--- src/rtl/gravador_jogadas_pkg.sv ---
// Shared constants for the move recorder: state encodings, move width/depth and
// the legal one-hot moves (the same words the fixed-sequence ROMs hold).
package gravador_jogadas_pkg;

   localparam int unsigned Width     = 4;
   localparam int unsigned Depth     = 16;
   localparam int unsigned AddrWidth = 4;

   localparam logic [AddrWidth:0] ContagemMax = 5'd16;

   localparam logic [Width-1:0] Jogada0 = 4'b0001;
   localparam logic [Width-1:0] Jogada1 = 4'b0010;
   localparam logic [Width-1:0] Jogada2 = 4'b0100;
   localparam logic [Width-1:0] Jogada3 = 4'b1000;

   typedef enum logic [1:0] {
      Espera  = 2'b00,
      Valida  = 2'b01,
      Escreve = 2'b10,
      Cheia   = 2'b11
   } estado_t;

   function automatic logic eh_jogada_legal(input logic [Width-1:0] j);
      return (j == Jogada0) || (j == Jogada1) || (j == Jogada2) || (j == Jogada3);
   endfunction

endpackage

--- src/rtl/ram_sync_16x4.sv ---
// 16x4 synchronous RAM, one write port and one registered read port.
// A read of the address being written returns the old word.
module ram_sync_16x4
   import gravador_jogadas_pkg::*;
(
   input  logic                 clock,
   input  logic                 we,
   input  logic [AddrWidth-1:0] endereco_escrita,
   input  logic [Width-1:0]     dado_escrita,
   input  logic [AddrWidth-1:0] endereco_leitura,
   output logic [Width-1:0]     dado_leitura
);

   logic [Width-1:0] mem [Depth];
   logic [Width-1:0] dado_q;

   always_ff @(posedge clock) begin
      if (we) begin
         mem[endereco_escrita] <= dado_escrita;
      end
      dado_q <= mem[endereco_leitura];
   end

   assign dado_leitura = dado_q;

endmodule

--- src/rtl/gravador_jogadas.sv ---
// Records validated one-hot player moves into a 16x4 RAM at consecutive addresses
// and offers a 1-cycle-latency read port for replaying the recorded sequence.
module gravador_jogadas
   import gravador_jogadas_pkg::*;
(
   input  logic                 clock,
   input  logic                 reset,
   input  logic                 limpa,
   input  logic [Width-1:0]     jogada,
   input  logic                 jogada_valida,
   input  logic [AddrWidth-1:0] endereco_leitura,
   output logic [Width-1:0]     dado_leitura,
   output logic [AddrWidth:0]   contagem,
   output logic                 cheia,
   output logic                 pronto,
   output logic                 escrita_ok,
   output logic                 erro_jogada
);

   estado_t              estado_q, estado_d;
   logic [Width-1:0]     jogada_q, jogada_d;
   logic [AddrWidth:0]   contagem_q, contagem_d;
   logic                 ok_q, ok_d;
   logic                 erro_q, erro_d;
   logic                 leitura_ok_q;
   logic                 escreve;
   logic [Width-1:0]     ram_dado;

   always_comb begin
      estado_d   = estado_q;
      jogada_d   = jogada_q;
      contagem_d = contagem_q;
      ok_d       = 1'b0;
      erro_d     = 1'b0;
      escreve    = 1'b0;
      case (estado_q)
         Espera: begin
            if (limpa) begin
               contagem_d = '0;
            end else if (jogada_valida) begin
               jogada_d = jogada;
               estado_d = Valida;
            end
         end
         Valida: begin
            if (eh_jogada_legal(jogada_q)) begin
               estado_d = Escreve;
            end else begin
               erro_d   = 1'b1;
               estado_d = Espera;
            end
         end
         Escreve: begin
            escreve = 1'b1;
            ok_d    = 1'b1;
            if (contagem_q != ContagemMax) begin
               contagem_d = contagem_q + 5'd1;
            end
            estado_d = (contagem_d == ContagemMax) ? Cheia : Espera;
         end
         Cheia: begin
            if (limpa) begin
               contagem_d = '0;
               estado_d   = Espera;
            end else if (jogada_valida) begin
               erro_d = 1'b1;
            end
         end
         default: estado_d = Espera;
      endcase
   end

   always_ff @(posedge clock) begin
      if (!reset) begin
         estado_q     <= Espera;
         jogada_q     <= '0;
         contagem_q   <= '0;
         ok_q         <= 1'b0;
         erro_q       <= 1'b0;
         leitura_ok_q <= 1'b0;
      end else begin
         estado_q     <= estado_d;
         jogada_q     <= jogada_d;
         contagem_q   <= contagem_d;
         ok_q         <= ok_d;
         erro_q       <= erro_d;
         leitura_ok_q <= 1'b1;
      end
   end

   // Reset must abort an in-flight write, so the write enable is gated directly.
   ram_sync_16x4 u_ram (
      .clock            (clock),
      .we               (escreve & reset),
      .endereco_escrita (contagem_q[AddrWidth-1:0]),
      .dado_escrita     (jogada_q),
      .endereco_leitura (endereco_leitura),
      .dado_leitura     (ram_dado)
   );

   // The RAM read register has no reset; mask it for the cycle following reset.
   assign dado_leitura = leitura_ok_q ? ram_dado : '0;
   assign contagem     = contagem_q;
   assign cheia        = (estado_q == Cheia);
   assign pronto       = (estado_q == Espera);
   assign escrita_ok   = ok_q;
   assign erro_jogada  = erro_q;

endmodule
--- config.mk ---
export PLATFORM = sky130hd
export DESIGN_NAME = gravador_jogadas
export DESIGN_NICKNAME = d
export VERILOG_FILES = /design/src/rtl/gravador_jogadas_pkg.sv /design/src/rtl/ram_sync_16x4.sv /design/src/rtl/gravador_jogadas.sv
export SDC_FILE = /design/constraint.sdc
export NUM_CORES = 1
export LEC_CHECK = 0
export CELL_PAD_IN_SITES_DETAIL_PLACEMENT = 1
export CELL_PAD_IN_SITES_GLOBAL_PLACEMENT = 1
export CORE_MARGIN = 1.5
export CORE_UTILIZATION = 40
export DETAILED_ROUTE_END_ITERATION = 10
export MAX_ROUTING_LAYER = met4
export PLACE_DENSITY = 0.76
export RECOVER_POWER = 100
export SLEW_MARGIN = 10
export SYNTH_ARGS = -nofsm -noshare
export SYNTH_HDL_FRONTEND = slang
export SYNTH_SLANG_ARGS = --single-unit
--- constraint.sdc ---
create_clock -name clock -period 5.55 [get_ports clock]
set_input_delay 1.11 -clock clock [delete_from_list [all_inputs] [get_ports clock]]
set_output_delay 1.11 -clock clock [all_outputs]
set_load 0.03 [all_outputs]
Word-level counts from Yosys, hierarchy flattened:

Memory sizes are Yosys's and may differ from the RTL's. A register that Yosys moved wholly into a read port is not among the register bits.
Index checks and enable logic that the tools add are counted.

* bits in registers: 14
* memory bits (writable): 64
* output and inout bits: 13
* memories: 1

* $add $sub $neg: 1
* equality and inequality tests: 13
* multiplexer cells: 19
* bitwise operators: 2
* reductions and logical operators: 9

Memory list
* u_ram.mem: words 16, bits a word 4, rd ports 1, clocked after memory_dff 1, wr ports 1, RTL line ram_sync_16x4.sv:14 `logic [Width-1:0] mem [Depth];`

Operators with widths (number)
* 2-to-1 mux 5 bit: 3
* 2-to-1 mux 2 bit: 5
* one-hot mux 5 bit (2 select lines): 1
* one-hot mux 2 bit (4 select lines): 1
* 2-to-1 mux 1 bit: 7
* inequality test 2 bit (second input constant): 3
* AND reduction 3 bit: 2
* adder 5 x 1 -> 5 bit (second input constant): 1
* equality test 5 bit (second input constant): 1
* inequality test 5 bit (second input constant): 1
* equality test 2 bit (second input constant): 2
* equality test 4 x 1 -> 1 bit (second input constant): 1
* equality test 4 x 2 -> 1 bit (second input constant): 1
* equality test 4 x 3 -> 1 bit (second input constant): 1
* equality test 4 bit (second input constant): 1
* 2-to-1 mux 4 bit: 1
* logical OR 1 bit: 3
* equality test 2 x 1 -> 1 bit (second input constant): 1
* zero test 2 bit: 1
* inequality test 2 x 1 -> 1 bit (second input constant): 1
* one-hot mux 1 bit (2 select lines): 1
* AND reduction 2 bit: 1
* nonzero test 2 bit: 1
* OR reduction 2 bit: 1
* 2 further kinds: 2

Depth between registers and ports, before layout:

* depth after elaboration: 6
* depth in mapped cells: 7
* depth with buffers taken out: 6

Hierarchy:

A second synthesis with hierarchy kept.

* cell total of the unflattened synthesis: 226
* area total of the unflattened synthesis: 3490.8 sq um

By module, submodules not included
* ram_sync_16x4: instances 1, cells each 130, area an instance 2666.3 sq um
* gravador_jogadas: instances 1, cells each 96, area an instance 824.5 sq um

Least setup slack after synthesis:

Ideal clock, no wire load.

* kind: input-to-reg
* start point: input port endereco_leitura[1]
* end point: register u_ram.dado_q[0], in the netlist u_ram.dado_leitura[0], read port of u_ram.mem
* arrival time: 2.492 ns
* required time: 5.416 ns
* path slack: 2.923 ns
* cell stages on the path: 4
* buffers on the path: 2
* cells stage by stage: clkbuf_1 -> buf_1 -> mux4_2 -> mux4_2

RTL lines
* start, declared: RTL line gravador_jogadas.sv:11 `input logic [AddrWidth-1:0] endereco_leitura,`
* end, declared: RTL line ram_sync_16x4.sv:15 `logic [Width-1:0] dado_q;`

==> results.py <==
metrics = {
    "timing": {
        "skew_ns": 0.0150,
        "finalSetupViolCount": 0,
        "post-route-period-util_pct": 57.5,
        "hold_viol": 0,
        "tns_ns": 0,
        "finalCriticalPeriod_ns": 3.19,
        "maxSlewHeadroom_pct": 30.9,
        "fmax_mhz": 313,
        "finalWorstSetupSlack_ns": 2.36,
        "tightest_slew_ns": 1.03,
        "drv_slew": 0,
        "rsz0062_at_grt": "no",
    },
    "setup_path": {
        "critical_path_arrival_ns": 3.42,
        "cpMostUsedCell": "mux4_2",
        "worst_r2r_path_depth": 4,
        "critPathSlowestCell": "dlygate4sd3_1",
        "r2r-start": "estado_q[1]",
        "startpoint_type": "input port",
        "endpoint": "u_ram.dado_leitura[2]",
        "setup.worst_path.start": "endereco_leitura[0]",
        "path_class": "in2reg",
        "required_ns": 5.78,
        "path_cells": "dlygate4sd3_1, mux4_2, mux4_2",
        "reg2reg_to": "u_ram.mem[2][0]",
        "path_max_fanout": 16,
        "crit_path_end_kind": "register",
        "cp_slowest_stage_delay_ns": 1.22,
        "rrSetupSlack_ns": 3.30,
    },
    "logic_synthesis": {
        "synthArstFlopShare_pct": 0,
        "syn_inst": 218,
        "ys_types": 35,
        "synth_edf_count": 64,
        "syn-num-nets": 238,
        "synth.yosys.seq_area_share_pct": 67.0,
        "synthesis.area_um2": 3410,
        "yosysWarnings": 0,
        "ys_ff_latch": 82,
        "avgSynthCellArea_um2": 15.6,
        "synth_flop_cell": "edfxtp_1",
    },
    "clock_network": {
        "cts_hold_buffers": 0,
        "cts_buffers": 9,
        "cts_tree": "done",
        "htree_levels": 3,
        "post_cts_buffers": 0,
        "postCtsResizedCells": 0,
        "clockBufferDepth": 2,
        "cts.sinks": 82,
        "insertion_delay_ns": 0.36,
        "root_buffer": "clkbuf_8",
        "cts.clk_slew.worst_paths_ns": 0.08,
    },
    "global_route": {
        "grt-ovfl-total": 0,
        "grt_pass1_wl_um": 11300,
        "grt.total_usage_pct": 18.7,
        "grt_pass1_vias": 1985,
        "antenna_found_initial": 0,
        "grt_max_degree": 21,
    },
    "drt": {
        "wl_um": 7300,
        "vias": 1890,
        "drt_iter0_drc": 116,
        "ant_nets": 0,
        "route.detailed.drc": 0,
        "viasPerCell": 5.37,
        "firstDrtPassIters": 4,
        "wl_per_cell_um": 20.7,
    },
    "floorplanning": {
        "core_area_um2": 8220,
        "start_util_pct": 41.4,
        "num_rows": 33,
        "fp.dieH_um": 95.3,
        "die-area_um2": 9080,
        "die_x_um": 95.3,
        "io-pin-count": 25,
    },
    "pwr": {
        "power_w": 0.00117,
        "ir_drop_v": 0.000111,
        "p_leak_nw": 1.28,
        "cellPowerDensity_nw_per_um2": 298,
    },
    "final_layout": {
        "mostFrequentLayoutCell": "edfxtp_1",
        "syn_to_final_growth_pct": 14.8,
        "utilization_pct": 47.6,
        "drive_gt1_share_pct": 13.8,
        "num-nets-final": 262,
        "n_antenna_cell": 0,
        "stdcell_area_um2": 3910,
        "final_cell_mix": "64 x edfxtp_1, 20 x mux4_2, 18 x dfxtp_1",
    },
    "run_status": {
        "status": "complete, no violations",
    },
    "placement": {
        "dp.final_hpwl_um": 5320,
        "io_buffers": 24,
        "dp_slack_ns": 2.01,
        "placed_area_um2": 3720,
        "gp_congestion": 0.869,
    },
    "min_path": {
        "hp-start": "estado_q[1]",
        "hp-class": "reg2reg",
    },
    "run": {
        "drv_cap": 0,
    },
}
area by class of cell:
| type | count | area, um^2 |
|---|---|---|
| clock buffers | 11 | 131 |
| clock inverters | 5 | 55.1 |
| fillers | 823 | 4310 |
| inverters | 6 | 22.5 |
| multi-input cells | 119 | 1050 |
| flip-flops and latches | 82 | 2280 |
| well taps | 105 | 131 |
| repair buffers | 24 | 240 |
cell usage after synthesis (all sizes together), types with 2 or more instances:
library cell	number	area, um^2
a21oi	10	50.1
a31oi	4	25.0
and2	5	31.3
and3	2	12.5
buf	3	22.5
clkbuf	8	30.0
dfxtp	18	360
edfxtp	64	1920
ha	8	100
inv	6	22.5
mux4	20	450
nand2	17	63.8
nand2b	3	18.8
nand3	4	20.0
nor2	15	56.3
nor2b	3	18.8
nor3	8	40.0
nor4b	2	17.5
o21ai	3	15.0
xnor2	2	17.5
worst max-delay path: cells and delay by family:
family	cells	cell delay (ns)
buf+inv	1	1.22
mux	2	1.08
registers in the layout, indices dropped and copies added, names as in the netlist:
signal	flops
u_ram.mem	64
contagem	5
jogada_q	4
u_ram.dado_leitura	4
estado_q	2
erro_jogada	1
escrita_ok	1
leitura_ok_q	1
per-stage QoR:
step,cells,hold WS [ns]
final,352,0.553
after global routing,352,0.596
after CTS,352,0.559
after detailed placement,336,0.549
after global placement,336,0.524
after floorplan,218,0.493
report_power, final:
part / switching, W / total, W / internal, W
clock: 0.000209 / 0.000416 / 0.000207
sequential: 0.0000112 / 0.000678 / 0.000667
combinational: 0.0000360 / 0.0000717 / 0.0000358
total: 0.000256 / 0.00117 / 0.000909
cell families after synthesis:
| group | share of synthesized area [%] |
|---|---|
| AND/OR/NAND/NOR | 9.00 |
| AO/OA/AOI/OAI | 4.56 |
| adder cells (fa/ha/maj) | 2.94 |
| flip-flops | 67.0 |
| buffers and inverters | 2.20 |
| XOR/XNOR | 0.772 |
| multiplexers | 13.5 |
routing by layer:
layer | vias up | global-route usage (%) | routed length, um
li1 | 881 | - | -
met1 | 945 | 21.1 | 2970
met2 | 51 | 31.9 | 3920
met3 | 13 | 3.35 | 247
met4 | 0 | 9.20 | 157
met5 | - | - | 0
worst min-delay path by stage:
| stage | end | slack (ns) | cells after the start |
|---|---|---|---|
| 6_report | estado_q[1] | 0.55 | 2 |
| 2_1_floorplan | estado_q[1] | 0.49 | 2 |
| 5_1_grt | estado_q[0] | 0.60 | 2 |
| 3_5_place_dp | estado_q[1] | 0.55 | 2 |
| 4_1_cts | estado_q[1] | 0.56 | 2 |
| 3_3_place_gp | estado_q[1] | 0.52 | 2 |
Power figures use the tool's default switching activity.
